<file path="src/rtl/route_compute_unit_if.sv">
// Head-flit / route handshake bundle between an input buffer, the route
// computer and the switch allocator.
`ifndef DIR_WIDTH
`define DIR_WIDTH 3
`endif
`ifndef ROUTER_INFO_WIDTH
`define ROUTER_INFO_WIDTH 3
`endif

interface route_compute_unit_if #(
    parameter int ADDR_W    = 16,
    parameter int NUM_CHILD = 4,
    parameter int CNT_W     = 8
);
    logic [`DIR_WIDTH-1:0]         direction;
    logic                          head_valid;
    logic                          head_ready;
    logic [`ROUTER_INFO_WIDTH-1:0] route_info;
    logic [ADDR_W-1:0]             route_addr;
    logic                          pkt_done;
    logic                          route_valid;
    logic [NUM_CHILD:0]            route_port;
    logic                          err_unroutable;
    logic                          err_orphan;
    logic [CNT_W-1:0]              drop_cnt;

    modport master (
        output direction, head_valid, route_info, route_addr, pkt_done,
        input  head_ready, route_valid, route_port, err_unroutable,
               err_orphan, drop_cnt
    );

    modport slave (
        input  direction, head_valid, route_info, route_addr, pkt_done,
        output head_ready, route_valid, route_port, err_unroutable,
               err_orphan, drop_cnt
    );
endinterface

</file>
<file path="src/rtl/route_compute_unit.sv">
// Per-input-port route computer for the quadtree router: turns a head flit into
// a child/parent output vector and holds it until the packet tail has left.
`ifndef DIR_WIDTH
`define DIR_WIDTH 3
`endif
`ifndef ROUTER_INFO_WIDTH
`define ROUTER_INFO_WIDTH 3
`endif
`ifndef DIR_LOCAL
`define DIR_LOCAL 3'd0
`endif
`ifndef RI_CONFIG
`define RI_CONFIG        3'd0
`define RI_READ          3'd1
`define RI_CALC          3'd2
`define RI_BROADCAST     3'd3
`define RI_FIN_BROADCAST 3'd4
`define RI_FIN_COMP      3'd5
`endif

module route_compute_unit #(
    parameter int LEVEL_IDX = 0,
    parameter int NUM_CHILD = 4,
    parameter int ADDR_W    = 16,
    parameter int ADDR_MSB  = 15,
    parameter int CNT_W     = 8
) (
    input  logic                    clk,
    input  logic                    rst_n,
    route_compute_unit_if.slave     rif
);
    localparam int CHILD_BITS = $clog2(NUM_CHILD);
    localparam int SEL_HI     = ADDR_MSB - LEVEL_IDX * CHILD_BITS;
    localparam int SEL_LO     = SEL_HI - CHILD_BITS + 1;
    // Out-of-range fields are reported below; the clamp only keeps elaboration legal.
    localparam int SEL_HI_OK  = (SEL_LO < 0 || SEL_HI >= ADDR_W) ? (CHILD_BITS - 1) : SEL_HI;

    localparam logic [0:0] ST_IDLE   = 1'b0;
    localparam logic [0:0] ST_ACTIVE = 1'b1;

    localparam logic [NUM_CHILD:0] ALL_CHILD = {1'b0, {NUM_CHILD{1'b1}}};
    localparam logic [NUM_CHILD:0] PARENT    = {1'b1, {NUM_CHILD{1'b0}}};

    if (NUM_CHILD < 2 || (1 << CHILD_BITS) != NUM_CHILD) begin : g_bad_child
        $error("route_compute_unit: NUM_CHILD=%0d is not a power of two >= 2", NUM_CHILD);
    end
    if (SEL_LO < 0 || SEL_HI >= ADDR_W) begin : g_bad_field
        $error("route_compute_unit: address field [%0d:%0d] outside route_addr", SEL_HI, SEL_LO);
    end

    function automatic logic [NUM_CHILD:0] route_fn(
        input logic [`DIR_WIDTH-1:0]         dir,
        input logic [`ROUTER_INFO_WIDTH-1:0] info,
        input logic [CHILD_BITS-1:0]         sel
    );
        logic [NUM_CHILD:0] r;
        r = '0;
        if (dir == `DIR_LOCAL) begin
            case (info)
                `RI_CONFIG, `RI_READ:                 r[sel] = 1'b1;
                `RI_CALC, `RI_FIN_BROADCAST, `RI_FIN_COMP: r = ALL_CHILD;
                `RI_BROADCAST: begin
                    if (LEVEL_IDX > 0) begin
                        r = ALL_CHILD;
                    end else begin
                        r = '0;
                    end
                end
                default:                              r = '0;
            endcase
        end else begin
            // Upward traffic: only the root turns a broadcast back down.
            case (info)
                `RI_BROADCAST: begin
                    if (LEVEL_IDX == 0) begin
                        r = ALL_CHILD;
                    end else begin
                        r = PARENT;
                    end
                end
                `RI_FIN_BROADCAST, `RI_FIN_COMP, `RI_READ: r = PARENT;
                default:                              r = '0;
            endcase
        end
        return r;
    endfunction

    logic [0:0]          state_q, state_d;
    logic                route_valid_q, route_valid_d;
    logic [NUM_CHILD:0]  route_port_q, route_port_d;
    logic                err_unroutable_q, err_unroutable_d;
    logic                err_orphan_q, err_orphan_d;
    logic [CNT_W-1:0]    drop_cnt_q, drop_cnt_d;

    logic [CHILD_BITS-1:0] sel_s;
    logic [NUM_CHILD:0]    route_s;
    logic                  unused_addr_s;

    assign sel_s         = rif.route_addr[SEL_HI_OK -: CHILD_BITS];
    assign unused_addr_s = ^rif.route_addr;
    assign route_s       = route_fn(rif.direction, rif.route_info, sel_s);

    // Next-state, held route and error/drop bookkeeping.
    always_comb begin
        state_d          = state_q;
        route_valid_d    = route_valid_q;
        route_port_d     = route_port_q;
        err_unroutable_d = 1'b0;
        err_orphan_d     = 1'b0;
        drop_cnt_d       = drop_cnt_q;
        case (state_q)
            ST_IDLE: begin
                if (rif.pkt_done) begin
                    err_orphan_d = 1'b1;
                end else begin
                    err_orphan_d = 1'b0;
                end
                if (rif.head_valid) begin
                    if (route_s != '0) begin
                        route_port_d  = route_s;
                        route_valid_d = 1'b1;
                        state_d       = ST_ACTIVE;
                    end else begin
                        err_unroutable_d = 1'b1;
                        if (drop_cnt_q != {CNT_W{1'b1}}) begin
                            drop_cnt_d = drop_cnt_q + {{(CNT_W-1){1'b0}}, 1'b1};
                        end else begin
                            drop_cnt_d = drop_cnt_q;
                        end
                    end
                end else begin
                    state_d = ST_IDLE;
                end
            end
            ST_ACTIVE: begin
                // A head arriving alongside pkt_done waits: head_ready is low here.
                if (rif.pkt_done) begin
                    route_valid_d = 1'b0;
                    route_port_d  = '0;
                    state_d       = ST_IDLE;
                end else begin
                    state_d = ST_ACTIVE;
                end
            end
            default: begin
                route_valid_d = 1'b0;
                route_port_d  = '0;
                state_d       = ST_IDLE;
            end
        endcase
    end

    // State and output registers; reset drops any held route at once.
    always_ff @(posedge clk or negedge rst_n) begin
        if (!rst_n) begin
            state_q          <= ST_IDLE;
            route_valid_q    <= 1'b0;
            route_port_q     <= '0;
            err_unroutable_q <= 1'b0;
            err_orphan_q     <= 1'b0;
            drop_cnt_q       <= '0;
        end else begin
            state_q          <= state_d;
            route_valid_q    <= route_valid_d;
            route_port_q     <= route_port_d;
            err_unroutable_q <= err_unroutable_d;
            err_orphan_q     <= err_orphan_d;
            drop_cnt_q       <= drop_cnt_d;
        end
    end

    assign rif.head_ready     = (state_q == ST_IDLE);
    assign rif.route_valid    = route_valid_q;
    assign rif.route_port     = route_port_q;
    assign rif.err_unroutable = err_unroutable_q;
    assign rif.err_orphan     = err_orphan_q;
    assign rif.drop_cnt       = drop_cnt_q;
endmodule
</file>
<file path="src/flat_wrapper.sv">
// flat-port wrapper written by rule: the top's interface ports become plain ports
module route_compute_unit_flat 
#(
    parameter int LEVEL_IDX = 0,
    parameter int NUM_CHILD = 4,
    parameter int ADDR_W    = 16,
    parameter int ADDR_MSB  = 15,
    parameter int CNT_W     = 8
)
  (clk, rst_n, rif_direction, rif_head_valid, rif_route_info, rif_route_addr, rif_pkt_done, rif_head_ready, rif_route_valid, rif_route_port, rif_err_unroutable, rif_err_orphan, rif_drop_cnt);
  route_compute_unit_if #(.ADDR_W(ADDR_W), .NUM_CHILD(NUM_CHILD), .CNT_W(CNT_W)) rif_i ();
  input  logic clk;
  input  logic rst_n;
  input wire logic [$bits(rif_i.direction)-1:0] rif_direction;
  input wire logic [$bits(rif_i.head_valid)-1:0] rif_head_valid;
  input wire logic [$bits(rif_i.route_info)-1:0] rif_route_info;
  input wire logic [$bits(rif_i.route_addr)-1:0] rif_route_addr;
  input wire logic [$bits(rif_i.pkt_done)-1:0] rif_pkt_done;
  output wire logic [$bits(rif_i.head_ready)-1:0] rif_head_ready;
  output wire logic [$bits(rif_i.route_valid)-1:0] rif_route_valid;
  output wire logic [$bits(rif_i.route_port)-1:0] rif_route_port;
  output wire logic [$bits(rif_i.err_unroutable)-1:0] rif_err_unroutable;
  output wire logic [$bits(rif_i.err_orphan)-1:0] rif_err_orphan;
  output wire logic [$bits(rif_i.drop_cnt)-1:0] rif_drop_cnt;
  assign rif_i.direction = rif_direction;
  assign rif_i.head_valid = rif_head_valid;
  assign rif_i.route_info = rif_route_info;
  assign rif_i.route_addr = rif_route_addr;
  assign rif_i.pkt_done = rif_pkt_done;
  assign rif_head_ready = rif_i.head_ready;
  assign rif_route_valid = rif_i.route_valid;
  assign rif_route_port = rif_i.route_port;
  assign rif_err_unroutable = rif_i.err_unroutable;
  assign rif_err_orphan = rif_i.err_orphan;
  assign rif_drop_cnt = rif_i.drop_cnt;
  route_compute_unit #(.LEVEL_IDX(LEVEL_IDX), .NUM_CHILD(NUM_CHILD), .ADDR_W(ADDR_W), .ADDR_MSB(ADDR_MSB), .CNT_W(CNT_W)) u_core (.clk(clk), .rst_n(rst_n), .rif(rif_i));
endmodule
</file>
<file path="config.mk">
export PLATFORM = sky130hd
export DESIGN_NAME = route_compute_unit_flat
export DESIGN_NICKNAME = d
export VERILOG_FILES = /design/src/rtl/route_compute_unit_if.sv /design/src/rtl/route_compute_unit.sv /design/src/flat_wrapper.sv
export SDC_FILE = /design/constraint.sdc
export NUM_CORES = 1
export LEC_CHECK = 0
export CORE_MARGIN = 2
export CORE_UTILIZATION = 30
export DETAILED_ROUTE_END_ITERATION = 10
export PLACE_DENSITY = 0.64
export SYNTH_ARGS = -nofsm -noshare
export SYNTH_HDL_FRONTEND = slang
export SYNTH_SLANG_ARGS = --single-unit
</file>
<file path="constraint.sdc">
create_clock -name clk -period 1.8 [get_ports clk]
set_clock_uncertainty 0.2 [all_clocks]
set_input_delay 0.27 -clock clk [delete_from_list [all_inputs] [get_ports clk]]
set_output_delay 0.27 -clock clk [all_outputs]
set_load 0.02 [all_outputs]
</file>
==> flow_summary.toml <==
[die]
fp.dieArea_um2 = 3560
top_level_ports = 43
floorplan.die.width_um = 59.7
floorplan.initialDensity_pct = 31.0
num_rows = 20
core-area_um2 = 3000
die_h_um = 59.7

[cts]
cts-buffers-inserted = 3
cts.hold.buffers_added = 0
clk_pin_slew_ns = 0.11
insertion_delay_ns = 0.30
tritoncts = "yes"
deepest_clock_path_buffer_count = 2
clock_sink_count = 17
clk_root_buffer_cell = "sky130_fd_sc_hd__clkbuf_4"
cts_max_level = 1

[power_and_ir_drop]
ir_worst_vdd_v = 0.000591
power_density_nw_per_um2 = 930
report.power.total_mw = 1.39
leakage_nw = 0.695

[critical_path]
crit_path_max_incr_delay_ns = 0.61
worstPathCellList = "clkdlybuf4s50_1"
worst-endpoint-required_ns = 1.33
timing.critical_path.from_type = "flip-flop"
critical_path.reg2reg.endpoint = "u_core.rif.drop_cnt[1]"
worst_setup_path_end_kind = "output pin"
cp_data_arrival_time_ns = 1.28
worst_r2r_startpoint = "u_core.rif.drop_cnt[0]"
timing.reg2reg.setup_slack_ns = 0.12
start_to_end_type_of_the_worst_setup_path = "flip-flop to output pin"
cp_max_fo = 2
worst_r2r_path_depth = 5
critPathBufInv = 1
cp_top_family = "buffers and inverters"
critical-path-slowest-cell = "sky130_fd_sc_hd__clkdlybuf4s50_1"

[yosys]
ys_ff_latch = 17
netlist.top_cell.by_area = "sky130_fd_sc_hd__dfrtp_1"
synthesis.area_um2 = 931
yosys_warnings = 0
ys_seq_area_share_pct = 45.7
postSynthNetCount = 110
yosysUniqueCellTypes = 32
commonest_register_cell_after_synthesis = "sky130_fd_sc_hd__dfrtp_1"
synth_top_area_share_pct = 45.7
post_synth_most_frequent_cells = "sky130_fd_sc_hd__dfrtp_1, sky130_fd_sc_hd__o21ai_0, sky130_fd_sc_hd__xor2_1, sky130_fd_sc_hd__a21oi_1, sky130_fd_sc_hd__nor2b_1"
most_used_standard_cell_by_instance_count_after_synthesis = "sky130_fd_sc_hd__dfrtp_1"
post_synth_main_area_contributors = "sky130_fd_sc_hd__dfrtp_1, sky130_fd_sc_hd__a2111oi_4, sky130_fd_sc_hd__xor2_1, sky130_fd_sc_hd__nor2b_1, sky130_fd_sc_hd__o21ai_0"
synthesis.instances = 83
async_reset_ff_share_pct = 100
synth_edf_count = 0
postSynthAreaPerCell_um2 = 11.2

[cells_and_area]
flow.area_growth_from_synthesis_pct = 60.6
antenna-diode-count = 0
fillers = 293
final_net_count = 163
ff_latch_area_um2 = 425
post_route_cells_drive_above_1_share_pct = 31.1
multi_input_area_um2 = 553
share_of_the_core_filled_with_cells_in_the_final_layout_pct = 49.8

[sta]
post-route-period-util_pct = 97.1
worst-slew-pin-transition_ns = 0.312
finalSetupViolCount = 0
fmaxAchievable_mhz = 572
final_hold_viol_count = 0
final.min_clock_period_ns = 1.75
final.setup.worst_slack_ns = 0.0517
report.final.slew_viol_count = 0
maxSlewHeadroom_pct = 79.2

[route]
routed_wl_um = 2440
antenna_violating_nets_post_route = 0
route.detailed.wl_per_inst_um = 14.5
vias_after_detailed_routing = 844
vias_per_cell = 5.02
detail_route.iter0.violations = 25
firstDrtPassIters = 4
drc = 0

[place]
place.port_buffers = 28
pre_cts_slack_ns = -0.424
dp_hpwl_um = 1860
gpl.final_weighted_congestion = 0.713

[global_route]
first_global_vias = 875
groute.usage.overall_pct = 15.0
grt_remaining_overflow = 0
grt_pass1_wl_um = 4020
antenna_found_initial = 0
largest_net_degree_at_the_start_of_global_routing = 18

[hold_path]
worst_hold_check_path_type = "primary input to async pin"

[run]
max_cap_viol_count = 0

[status]
status = "finished, final reports clean"
-- cell usage in the layout (no fill, tap or decap), drive strengths merged --
cell,instances
a2111oi,3
a211oi,3
a21o,3
a21oi,6
a22o,2
a31oi,1
a32oi,1
buf,22
clkbuf,3
clkdlybuf4s50,12
clkinv,1
dfrtp,17
dlygate4sd2,13
dlymetal6s2s,3
ha,1
inv,3
mux2,2
nand2,4
nand2b,1
nand3,3
nand4,1
nor2,2
nor2b,5
nor3,1
nor4,2
nor4b,1
o2111ai,2
o21ai,7
o22ai,1
o31a,1
o31ai,1
or3,1
xor2,6
-- timing repair --
action / in CTS / in global routing
resized for setup: 20 / 9
buffers inserted: 0 / 0
pin swaps: 1 / 0
hold endpoints to repair: 0 / 0
setup endpoints to repair: 18 / 11
-- worst max-delay path by stage --
stage	cells past startpoint	endpoint	start
after floorplan	4	u_core.rif.drop_cnt[6]	u_core.state_q
after global placement	5	u_core.rif.drop_cnt[6]	rif_direction[1]
after detailed placement	5	u_core.rif.drop_cnt[6]	rif_direction[1]
after CTS	1	rif_route_valid	u_core.rif.route_valid
after global routing	4	u_core.rif.drop_cnt[1]	u_core.rif.drop_cnt[6]
final	1	rif_route_port[1]	u_core.rif.route_port[1]
-- metrics by stage --
step,cell area [µm²],hold WS [ns],cells,TNS [ns]
floorplan,940,-0.226,83,-0.0512
global placement,1400,0.260,164,-4.65
detailed placement,1400,0.274,164,-5.05
CTS,1460,0.0847,168,0
global route,1500,0.0950,168,-0.0113
finish,1500,0.0759,168,0
-- power breakdown --
| part | switching, mW | internal (mW) |
|---|---|---|
| sequential | 0.0713 | 0.466 |
| combinational | 0.347 | 0.292 |
| clock | 0.131 | 0.0827 |
-- flip-flops by register name, indices dropped and copies added (netlist names) --
register	count
u_core.rif.drop_cnt	8
u_core.rif.route_port	5
u_core.rif.err_orphan	1
u_core.rif.err_unroutable	1
u_core.rif.route_valid	1
u_core.state_q	1
-- per-layer routing --
layer  track usage (%)  vias to the layer above  wire length, µm
li1                  -                      421                -
met1              19.5                      396             1070
met2              26.1                       27             1260
met3              3.46                        0              112
met4              1.90                        0                0
met5                 0                        -                0
-- area by class of cell --
class                           count  share of cell area [%]
Sequential cell                    17                    28.5
Clock inverter                      1                   0.335
Inverter                            3                   0.753
Multi-Input combinational cell     61                    37.0
Timing Repair Buffer               50                    29.2
Tap cell                           33                    2.76
Clock buffer                        3                    1.51
-- logic make-up (layout without fill, tap and decap cells) --
group / count (synthesis) / count (layout) / share of synthesized area [%]
buffers and inverters: 5 / 57 / 3.63
muxes: 2 / 2 / 2.42
DFF: 17 / 17 / 45.7
AOI/OAI and AO/OA: 31 / 31 / 28.4
and+or+nand+nor: 21 / 21 / 12.9
xor gates and xnor gates: 6 / 6 / 5.65
adders and majority gates: 1 / 1 / 1.34
(Power assumes the default switching activity.)
